### src/rtl/cmos_frame_wr_ctrl.sv
// Camera frame write controller: moves pixel FIFO data into one of two frame
// banks as fixed-size write bursts, with double-buffer bank swapping.
//
// state       | meaning
// ------------+-------------------------------------------------------------
// S_IDLE      | capture disabled
// S_WAIT_SOF  | waiting for start of frame (vs_fall)
// S_WAIT_DATA | waiting for enough FIFO words for the next burst
// S_REQ       | burst requested, address/length held until wr_ack
// S_BURST     | burst granted, waiting for wr_done
// S_DONE      | frame complete, publish bank and decide on swap
module cmos_frame_wr_ctrl #(
    parameter int unsigned       BURST_LEN   = 64,
    parameter int unsigned       FRAME_WORDS = 307200,
    parameter int unsigned       ADDR_W      = 24,
    parameter logic [ADDR_W-1:0] BANK1_BASE  = 24'h080000
) (
    input  logic              clk,
    input  logic              rst_n,
    input  logic              enable,
    input  logic              vs_fall,
    input  logic              vs_rise,
    input  logic [9:0]        fifo_count,
    output logic              wr_req,
    output logic [ADDR_W-1:0] wr_addr,
    output logic [7:0]        wr_len,
    input  logic              wr_ack,
    input  logic              wr_done,
    input  logic              rd_bank,
    output logic              wr_bank,
    output logic              ready_bank,
    output logic              frame_done,
    output logic              frame_drop,
    output logic              fifo_clr,
    output logic              busy
);

    typedef enum logic [2:0] {
        S_IDLE, S_WAIT_SOF, S_WAIT_DATA, S_REQ, S_BURST, S_DONE
    } state_t;

    localparam logic [18:0] FRAME19 = 19'(FRAME_WORDS);
    localparam logic [18:0] BURST19 = 19'(BURST_LEN);
    localparam logic [7:0]  BURST8  = 8'(BURST_LEN);

    state_t            state, state_next;
    logic [18:0]       offset, offset_next;
    logic [18:0]       remaining, remaining_next;
    logic [ADDR_W-1:0] addr_next;
    logic [7:0]        len_next;
    logic              bank_next, ready_next;
    logic              pend_rise, pend_rise_next;
    logic              pend_fall, pend_fall_next;
    logic              final_q, final_next;
    logic              drop_next, clr_next;

    logic [7:0]        full_len, part_len;
    logic [ADDR_W-1:0] addr_calc;
    logic [18:0]       off_after, rem_after;
    logic              rise_any, fall_any;

    // Burst sizing and address arithmetic shared by the next-state logic.
    always_comb begin
        full_len  = (remaining < BURST19) ? remaining[7:0] : BURST8;
        part_len  = ({9'd0, fifo_count} < {11'd0, full_len}) ? fifo_count[7:0] : full_len;
        addr_calc = (wr_bank ? BANK1_BASE : '0) + ADDR_W'(offset);
        off_after = offset + {11'd0, wr_len};
        rem_after = remaining - {11'd0, wr_len};
        rise_any  = vs_rise | pend_rise;
        fall_any  = vs_fall | pend_fall;
    end

    // Next-state and datapath decisions.
    always_comb begin
        state_next     = state;
        offset_next    = offset;
        remaining_next = remaining;
        addr_next      = wr_addr;
        len_next       = wr_len;
        bank_next      = wr_bank;
        ready_next     = ready_bank;
        pend_rise_next = pend_rise;
        pend_fall_next = pend_fall;
        final_next     = final_q;
        drop_next      = 1'b0;
        clr_next       = 1'b0;
        case (state)
            S_IDLE: begin
                pend_rise_next = 1'b0;
                pend_fall_next = 1'b0;
                final_next     = 1'b0;
                if (enable) state_next = S_WAIT_SOF;
            end
            S_WAIT_SOF: begin
                pend_rise_next = 1'b0;
                if (!enable) begin
                    pend_fall_next = 1'b0;
                    state_next     = S_IDLE;
                end else if (fall_any) begin
                    clr_next       = 1'b1;
                    offset_next    = '0;
                    remaining_next = FRAME19;
                    pend_fall_next = 1'b0;
                    final_next     = 1'b0;
                    state_next     = S_WAIT_DATA;
                end
            end
            S_WAIT_DATA: begin
                if (!enable) begin
                    pend_rise_next = 1'b0;
                    pend_fall_next = 1'b0;
                    state_next     = S_IDLE;
                end else if (fall_any) begin
                    // start of a new frame before the old one ended: restart in place
                    drop_next      = 1'b1;
                    clr_next       = 1'b1;
                    offset_next    = '0;
                    remaining_next = FRAME19;
                    pend_rise_next = 1'b0;
                    pend_fall_next = 1'b0;
                end else if (rise_any) begin
                    pend_rise_next = 1'b0;
                    if (fifo_count != '0) begin
                        addr_next  = addr_calc;
                        len_next   = part_len;
                        final_next = 1'b1;
                        state_next = S_REQ;
                    end else begin
                        drop_next  = 1'b1;
                        state_next = S_WAIT_SOF;
                    end
                end else if ({9'd0, fifo_count} >= {11'd0, full_len}) begin
                    addr_next  = addr_calc;
                    len_next   = full_len;
                    final_next = 1'b0;
                    state_next = S_REQ;
                end
            end
            S_REQ: begin
                pend_rise_next = rise_any;
                pend_fall_next = fall_any;
                if (wr_ack) state_next = S_BURST;
            end
            S_BURST: begin
                pend_rise_next = rise_any;
                pend_fall_next = fall_any;
                if (wr_done) begin
                    offset_next    = off_after;
                    remaining_next = rem_after;
                    if (!enable) begin
                        pend_rise_next = 1'b0;
                        pend_fall_next = 1'b0;
                        state_next     = S_IDLE;
                    end else if (rem_after == '0) begin
                        pend_rise_next = 1'b0;
                        state_next     = S_DONE;
                    end else if (final_q) begin
                        drop_next      = 1'b1;
                        pend_rise_next = 1'b0;
                        final_next     = 1'b0;
                        state_next     = S_WAIT_SOF;
                    end else if (fall_any) begin
                        drop_next      = 1'b1;
                        clr_next       = 1'b1;
                        offset_next    = '0;
                        remaining_next = FRAME19;
                        pend_rise_next = 1'b0;
                        pend_fall_next = 1'b0;
                        state_next     = S_WAIT_DATA;
                    end else begin
                        state_next = S_WAIT_DATA;
                    end
                end
            end
            S_DONE: begin
                pend_rise_next = 1'b0;
                pend_fall_next = fall_any;
                final_next     = 1'b0;
                ready_next     = wr_bank;
                // never start writing into the bank the display is reading
                if (~wr_bank != rd_bank) bank_next = ~wr_bank;
                else                     drop_next = 1'b1;
                state_next = S_WAIT_SOF;
            end
            default: state_next = S_IDLE;
        endcase
    end

    // State register.
    always_ff @(posedge clk or negedge rst_n) begin
        if (!rst_n) state <= S_IDLE;
        else        state <= state_next;
    end

    // Datapath and pulse registers.
    always_ff @(posedge clk or negedge rst_n) begin
        if (!rst_n) begin
            offset     <= '0;
            remaining  <= '0;
            wr_addr    <= '0;
            wr_len     <= '0;
            wr_bank    <= 1'b0;
            ready_bank <= 1'b0;
            pend_rise  <= 1'b0;
            pend_fall  <= 1'b0;
            final_q    <= 1'b0;
            frame_drop <= 1'b0;
            fifo_clr   <= 1'b0;
        end else begin
            offset     <= offset_next;
            remaining  <= remaining_next;
            wr_addr    <= addr_next;
            wr_len     <= len_next;
            wr_bank    <= bank_next;
            ready_bank <= ready_next;
            pend_rise  <= pend_rise_next;
            pend_fall  <= pend_fall_next;
            final_q    <= final_next;
            frame_drop <= drop_next;
            fifo_clr   <= clr_next;
        end
    end

    assign wr_req     = (state == S_REQ);
    assign frame_done = (state == S_DONE);
    assign busy       = (state != S_IDLE) && (state != S_WAIT_SOF);

endmodule

### config.mk
export PLATFORM = sky130hd
export DESIGN_NAME = cmos_frame_wr_ctrl
export DESIGN_NICKNAME = d
export VERILOG_FILES = /design/src/rtl/cmos_frame_wr_ctrl.sv
export SDC_FILE = /design/constraint.sdc
export NUM_CORES = 1
export LEC_CHECK = 0
export BUFFER_PORTS_ARGS = -buffer_cell sky130_fd_sc_hd__buf_4
export CAP_MARGIN = 20
export CORE_MARGIN = 3
export CORE_UTILIZATION = 55
export CTS_CLUSTER_SIZE = 24
export DETAILED_ROUTE_END_ITERATION = 8
export HOLD_SLACK_MARGIN = 0.15
export PLACE_DENSITY = 0.78
export SLEW_MARGIN = 20
export SYNTH_ARGS = -nofsm -noshare
export SYNTH_HDL_FRONTEND = slang
export SYNTH_SLANG_ARGS = --single-unit
### constraint.sdc
create_clock -name clk -period 8.3 [get_ports clk]
set_input_delay 0.415 -clock clk [delete_from_list [all_inputs] [get_ports clk]]
set_output_delay 0.415 -clock clk [all_outputs]
set_load 0.05 [all_outputs]
==> metrics.txt, run 1 <==
most frequent cells in the layout=dfrtp_1, nor2_1, buf_4; Synth Area in Simple Gates=20.80%; fin. max-slew vios=0; Final Hold Fails=0; clock input transition at the sequential cells of the worst setup and hold paths=0.09 ns; DRT antenna net count=0; internal power=around 0.95 mW; worst skew pair latency=about 0.36 ns; maxcap violations=0; vias in the first global route=a little under 4000; Placed Cells=629; average size of a mapped cell=9.524 um2; final WL=11290 um; Psw=~0.87 mW; post-synthesis instance area=~0.0047 mm2; Synth Area in Compound Gates=~17%; final worst path period need=~4.2 ns; Worst EP arrival=roughly 4.4 ns; Starting Density=roughly three fifths; period utilisation layout=approximately half; Vias=around 4000; Post-Route Setup TNS=0 ns; Main synth FF type=dfrtp_1; number of diodes=0; HPWL Detailed=about 8100 um; Vias/cell=6.230; first-pass GRT wire length=approximately 19000 um; clk sink count=76; First-pass DRT Iterations=5; Mapped Cells=490; Area contributors post-synth=dfrtp_1, ha_1, mux2_2, nor2_1, nand2_1; Slew headroom=32.83%; gr usage total=between 20% and 30%; Clock power frac=15.6%; final setup vio count=0; Worst Path Required=~8.6 ns; postcts setup bufs=0; cell taking the most area after synthesis=dfrtp_1; DRT iter0 DRCs=around 320; setup ws final=~4.1 ns; multiplexer area fraction after synthesis=under 10%; status=complete, no violations; VDD IR max=around 0.17 mV; Worst R2R Setup Slack=4.14 ns; sequential share of the synthesized area=40.75%; CTS Buf Count=9; Overflow after GRT=0; most common cell after layout, fill and taps aside=dfrtp_1; DRC viols=0; Cell Pwr Density=between 300 and 400 mW/mm2; # IOs=57; CTS Hold Bufs=0; row count=32; gp weighted congestion=about 1; Nets=around 580; Core Region=between 0.007 and 0.008 mm2; H-tree depth=3; CTS tree=built; largest net degree at the start of global routing=77; dpl ws=approximately 4.2 ns; area grow syn2layout=13.70%; Non-Filler Instances=around 640; switching share of power=47.89%; Die Height=slightly below 100 um; FF-to-FF path depth=13; IO buf count=between 50 and 60; Die Wd=a little under 100 um; main combinational cell family by area after synthesis=simple AND/OR/NAND/NOR gates; Yosys top cell area share=around two fifths; fin util=around two thirds; Logic pwr share=a little over half; Post-Synth Adder-Cell Area=approximately 7.3%; number of synthesized register bits=76; Post-CTS Resized=0; Synth cell types=67; Pleak=about 2.4 nW; PnR Total Power=between 1.5 and 2 mW; Post-Synth XOR/XNOR Area=about 4.7%; number of synthesized flops with an enable pin=0; Crit Path Max Fanout=8; clk_skew=about 0.0093 ns; worst hold path class=in -> async; wire per inst=between 15 and 20 um; FMAX=240.7 MHz; die area=0.009627 mm2; Async SR Flop Fraction=between 90% and 100%; clock root cell=clkbuf_8; power share of the sequential group=31.6%; RSZ-0062 raised after global routing=false; Clock Tree Buf Depth=2; nature of the critical path startpoint=register; nature of the critical path endpoint=register; Synth Warn #=0; measured slew at the worst slew-check pin=between 1 and 1.5 ns; Setup CP Type=reg -> reg; layout cells sized above 1=between 20% and 30%; initial antenna violation count=0
## metal layers
metal	up-vias	GRT usage, %	share of wire [%]
met1	1928	31.97	44
met4	0	10.12	2.4
met2	170	39.21	47
met5	-	0	0
met3	38	4.643	6.3
li1	1876	-	-
## power groups by stage
stage	sequential, mW	clock, mW	combinational [mW]
final	0.574	0.283	0.959
after global routing	0.590	0.304	1.04
after CTS	0.573	0.283	0.950
after detailed placement	0.578	0	0.945
after global placement	0.575	0	0.916
after floorplan	0.675	0	0.605
## cell type report
class | count | area [um2]
timing repair buffer | 53 | 397.9
multi-input combinational | 379 | 2620
inverter | 19 | 71.32
fill | 623 | 2661
clock buffer | 9 | 123.9
sequential | 76 | 1902
clock inverter | 6 | 63.81
tap | 102 | 127.6
## critical path, stage by stage (launching register included)
cell and delay, ns:
dfrtp_1 0.50, nor4_4 0.39, nand4b_1 0.22, nor4_2 0.52
nand2_1 0.19, ha_1 0.33, a211o_1 0.30, o211ai_1 0.09
a31oi_1 0.13, o31ai_1 0.50, a31oi_1 0.19, o221ai_1 0.35
o31ai_1 0.11, a211oi_1 0.24
## worst paths after layout
kind,from,endpoint
min in group clk,rd_bank,wr_bank$_DFFE_PN0P_
setup / recovery,remaining[8]$_DFFE_PN0P_,state[0]$_DFFE_PN0P_
setup reg to reg,remaining[8]$_DFFE_PN0P_,state[0]$_DFFE_PN0P_
max in group asynchronous,rst_n,offset[17]$_DFFE_PN0P_
hold reg to reg,remaining[16]$_DFFE_PN0P_,remaining[16]$_DFFE_PN0P_
hold / removal,rst_n,wr_addr[19]$_DFFE_PN0P_
## state kept, by name, summed over array words and instances (netlist names)
register,cells
pend_rise,1
wr_addr,20
wr_len,8
ready_bank,1
frame_drop,1
pend_fall,1
offset,19
wr_bank,1
state,3
remaining,19
fifo_clr,1
final_q,1
## synthesized netlist by cell type, types with 2 or more instances
library cell,instances
nor2_1,55
a211oi_1,5
mux2_2,22
o211ai_1,4
or3_1,5
nand4_1,7
a221oi_1,2
nor4b_1,2
o21ai_1,2
a21o_1,5
nand3_1,16
o21a_1,2
a221o_1,2
nor4_1,4
o22ai_1,4
and2_1,5
o31ai_1,5
a21oi_1,17
buf_4,5
nor3b_1,3
a31oi_1,12
clkbuf_1,12
fa_1,2
a21boi_0,2
or4_1,2
nor3_1,12
nor2b_1,4
ha_1,24
a211o_1,3
a211oi_2,2
nand2b_1,11
conb_1,2
a22o_1,5
xor2_1,15
nand2_1,38
nor4_2,3
o21ai_0,25
o41ai_1,3
inv_1,19
dfrtp_1,76
nand4b_1,2
or2_2,7
xnor2_1,10
and3_1,4
## stage by stage
stage / hold WS (ns) / area (um2)
after floorplan: 0.1194 / 4678
after global placement: 0.4791 / 5114
after detailed placement: 0.4973 / 5114
after CTS: 0.2408 / 5301
after global routing: 0.2768 / 5306
final: 0.1855 / 5306
## cell families (layout without fill, tap and decap cells)
kind of cell             count (synthesis)  after routing
buffers and inverters                   38             87
AO/OA/AOI/OAI                          112            112
AND/OR/NAND/NOR                        187            187
XOR/XNOR                                25             25
multiplexers                            24             24
flip-flops                              76             76
other                                    2              5
adder cells (fa/ha/maj)                 26             26
(Power assumes the default switching activity.)
==> run 2, diff against run 1 <==
Clock period 8.3 ns to 3.9 ns, I/O delays scaled along.
==> run 2 against run 1 <==
Effect of this change: global-route usage increased by 0.76 points; via count increased by 1.3%; maximum frequency increased by 15%; clock-buffer cell count unchanged; first-iteration DRC count increased by 12%; cell area increased by 3.9%; critical path type unchanged; highest routed layer unchanged.
==> metrics.txt, run 2 (same netlist as run 1, synthesis figures left out) <==
Die Height=between 90 and 100 um; gp weighted congestion=slightly below 1; hold endpoint=wr_len[0]$_DFFE_PN0P_; IO buf count=52; Post-Route Setup TNS=0 ns; DRT antenna net count=0; R2R Path End=state[0]$_DFFE_PN0P_; status=complete, no violations; final WL=about 12000 um; most common cell after layout, fill and taps aside=dfrtp_1; clk sink count=76; biggest regs=wr_addr x20, offset x19, remaining x19; H-tree depth=3; Die Wd=a little under 100 um; gr usage total=between 20% and 30%; DRT iter0 DRCs=around 360; maxcap violations=0; Slew headroom=between 30 and 40%; Worst R2R Setup Slack=0.30 ns; nature of the critical path endpoint=register; clock input transition at the sequential cells of the worst setup and hold paths=0.09 ns; area grow syn2layout=18.18%; Clock Tree Buf Depth=2; Vias/cell=6.101; layout cells sized above 1=between 20% and 30%; Reg-to-Reg Start=remaining[9]$_DFFE_PN0P_; Cell Pwr Density=just over 700 mW/mm2; vias in the first global route=around 4200; HPWL Detailed=between 8000 and 9000 um; die area=between 0.009 and 0.01 mm2; Setup CP Type=reg -> reg; # fillers=607; First-pass DRT Iterations=5; clock root cell=clkbuf_8; fin util=approximately 69%; cell area after placement=0.005211 mm2; worst hold path class=in -> reg; CTS Buf Count=9; row count=32; Vias=4063; Starting Density=~59%; Worst Path Required=about 4.2 ns; Most flops, register=wr_addr; period utilisation layout=slightly above 90%; clk_skew=0.01171 ns; wire per inst=17.35 um; Nets=between 600 and 700; Final Hold Fails=0; Crit Path Max Fanout=5; FMAX=277.7 MHz; Pleak=approximately 2.5 nW; number of diodes=0; most frequent cells in the layout=dfrtp_1, buf_4, nor2_1; largest net degree at the start of global routing=77; nature of the critical path startpoint=register; Overflow after GRT=0; VDD IR max=between 0.2 and 0.3 mV; first-pass GRT wire length=around 20000 um; worst skew pair latency=approximately 0.35 ns; initial antenna violation count=0; fin. max-slew vios=0; CTS tree=built; Largest register FFs=20; Worst EP arrival=3.87 ns; PnR Total Power=~3.9 mW; measured slew at the worst slew-check pin=roughly 0.96 ns; FF-to-FF path depth=14; worst hold slack=0.1631 ns; postcts setup bufs=0; DRC viols=0; hold_sp=fifo_count[0]; # IOs=57; Core Region=roughly 0.0080 mm2; final instance area=~0.0055 mm2; final worst path period need=between 3 and 4 ns; RSZ-0062 raised after global routing=false; final setup vio count=0; worst hold stages=3
[run 2: changes by cell type in the layout (fill, tap and decap cells not counted), sizes merged]
cell and delta:
buf +13, dlygate4sd3 +9, clkinv +1, clkinvlp -1
[run 2: critical path: stages, from the launching register on]
cell and delay (ns):
dfrtp_1 0.45, nor4_4 0.31, nand4b_1 0.25, nor4_4 0.28
buf_4 0.20, nand2_1 0.08, ha_1 0.29, nor2b_1 0.13
o21bai_1 0.12, a31oi_1 0.14, o31ai_2 0.40, a31oi_1 0.16
o221ai_1 0.38, o31ai_1 0.11, a211oi_1 0.22
[run 2: final cells by class]
type                    instances  area, um2  share of cell area (%)
clock inverters                 6      65.06                   1.180
clock buffers                   9      123.9                   2.246
inverters                      19      71.32                   1.293
well taps                     102      127.6                   2.314
flip-flops and latches         76       1902                   34.48
repair buffers                 75      585.6                   10.62
multi-input cells             379       2640                   47.87
[run 2: worst max-delay path by stage]
stage | start | to
after floorplan | remaining[8]$_DFFE_PN0P_ | wr_addr[10]$_DFFE_PN0P_
after global placement | wr_len[0]$_DFFE_PN0P_ | offset[13]$_DFFE_PN0P_
after detailed placement | wr_len[0]$_DFFE_PN0P_ | offset[14]$_DFFE_PN0P_
after CTS | wr_len[0]$_DFFE_PN0P_ | offset[14]$_DFFE_PN0P_
after global routing | remaining[9]$_DFFE_PN0P_ | state[0]$_DFFE_PN0P_
final | remaining[9]$_DFFE_PN0P_ | state[0]$_DFFE_PN0P_
[run 2: per-layer routing]
| layer | GRT usage, % | vias up | share of wire (%) |
|---|---|---|---|
| li1 | - | 1909 | - |
| met1 | 33.09 | 1972 | 43 |
| met2 | 40.94 | 160 | 48 |
| met3 | 5.214 | 22 | 6.8 |
| met4 | 8.520 | 0 | 1.7 |
| met5 | 0 | - | 0 |
[run 2: repair_timing]
item	4_1_cts	5_1_grt
hold buffers	9	0
gates resized for setup	0	3
hold endpoints to repair	84	0
endpoints found under the setup margin	0	5
[run 2: per-stage QoR]
| step | worst slack [ns] | instances |
|---|---|---|
| after floorplan | 0.2068 | 493 |
| after global placement | 0.1839 | 642 |
| after detailed placement | 0.1488 | 642 |
| after CTS | 0.06889 | 666 |
| after global routing | 0.01816 | 666 |
| final | 0.2991 | 666 |
[run 2: power by group]
| group | total (mW) | internal (mW) | leakage [nW] | switching [mW] |
|---|---|---|---|---|
| Clock | 0.600 | 0.293 | 0.0955 | 0.307 |
| Sequential | 1.21 | 0.979 | 1.01 | 0.228 |
| Combinational | 2.14 | 0.794 | 1.42 | 1.35 |
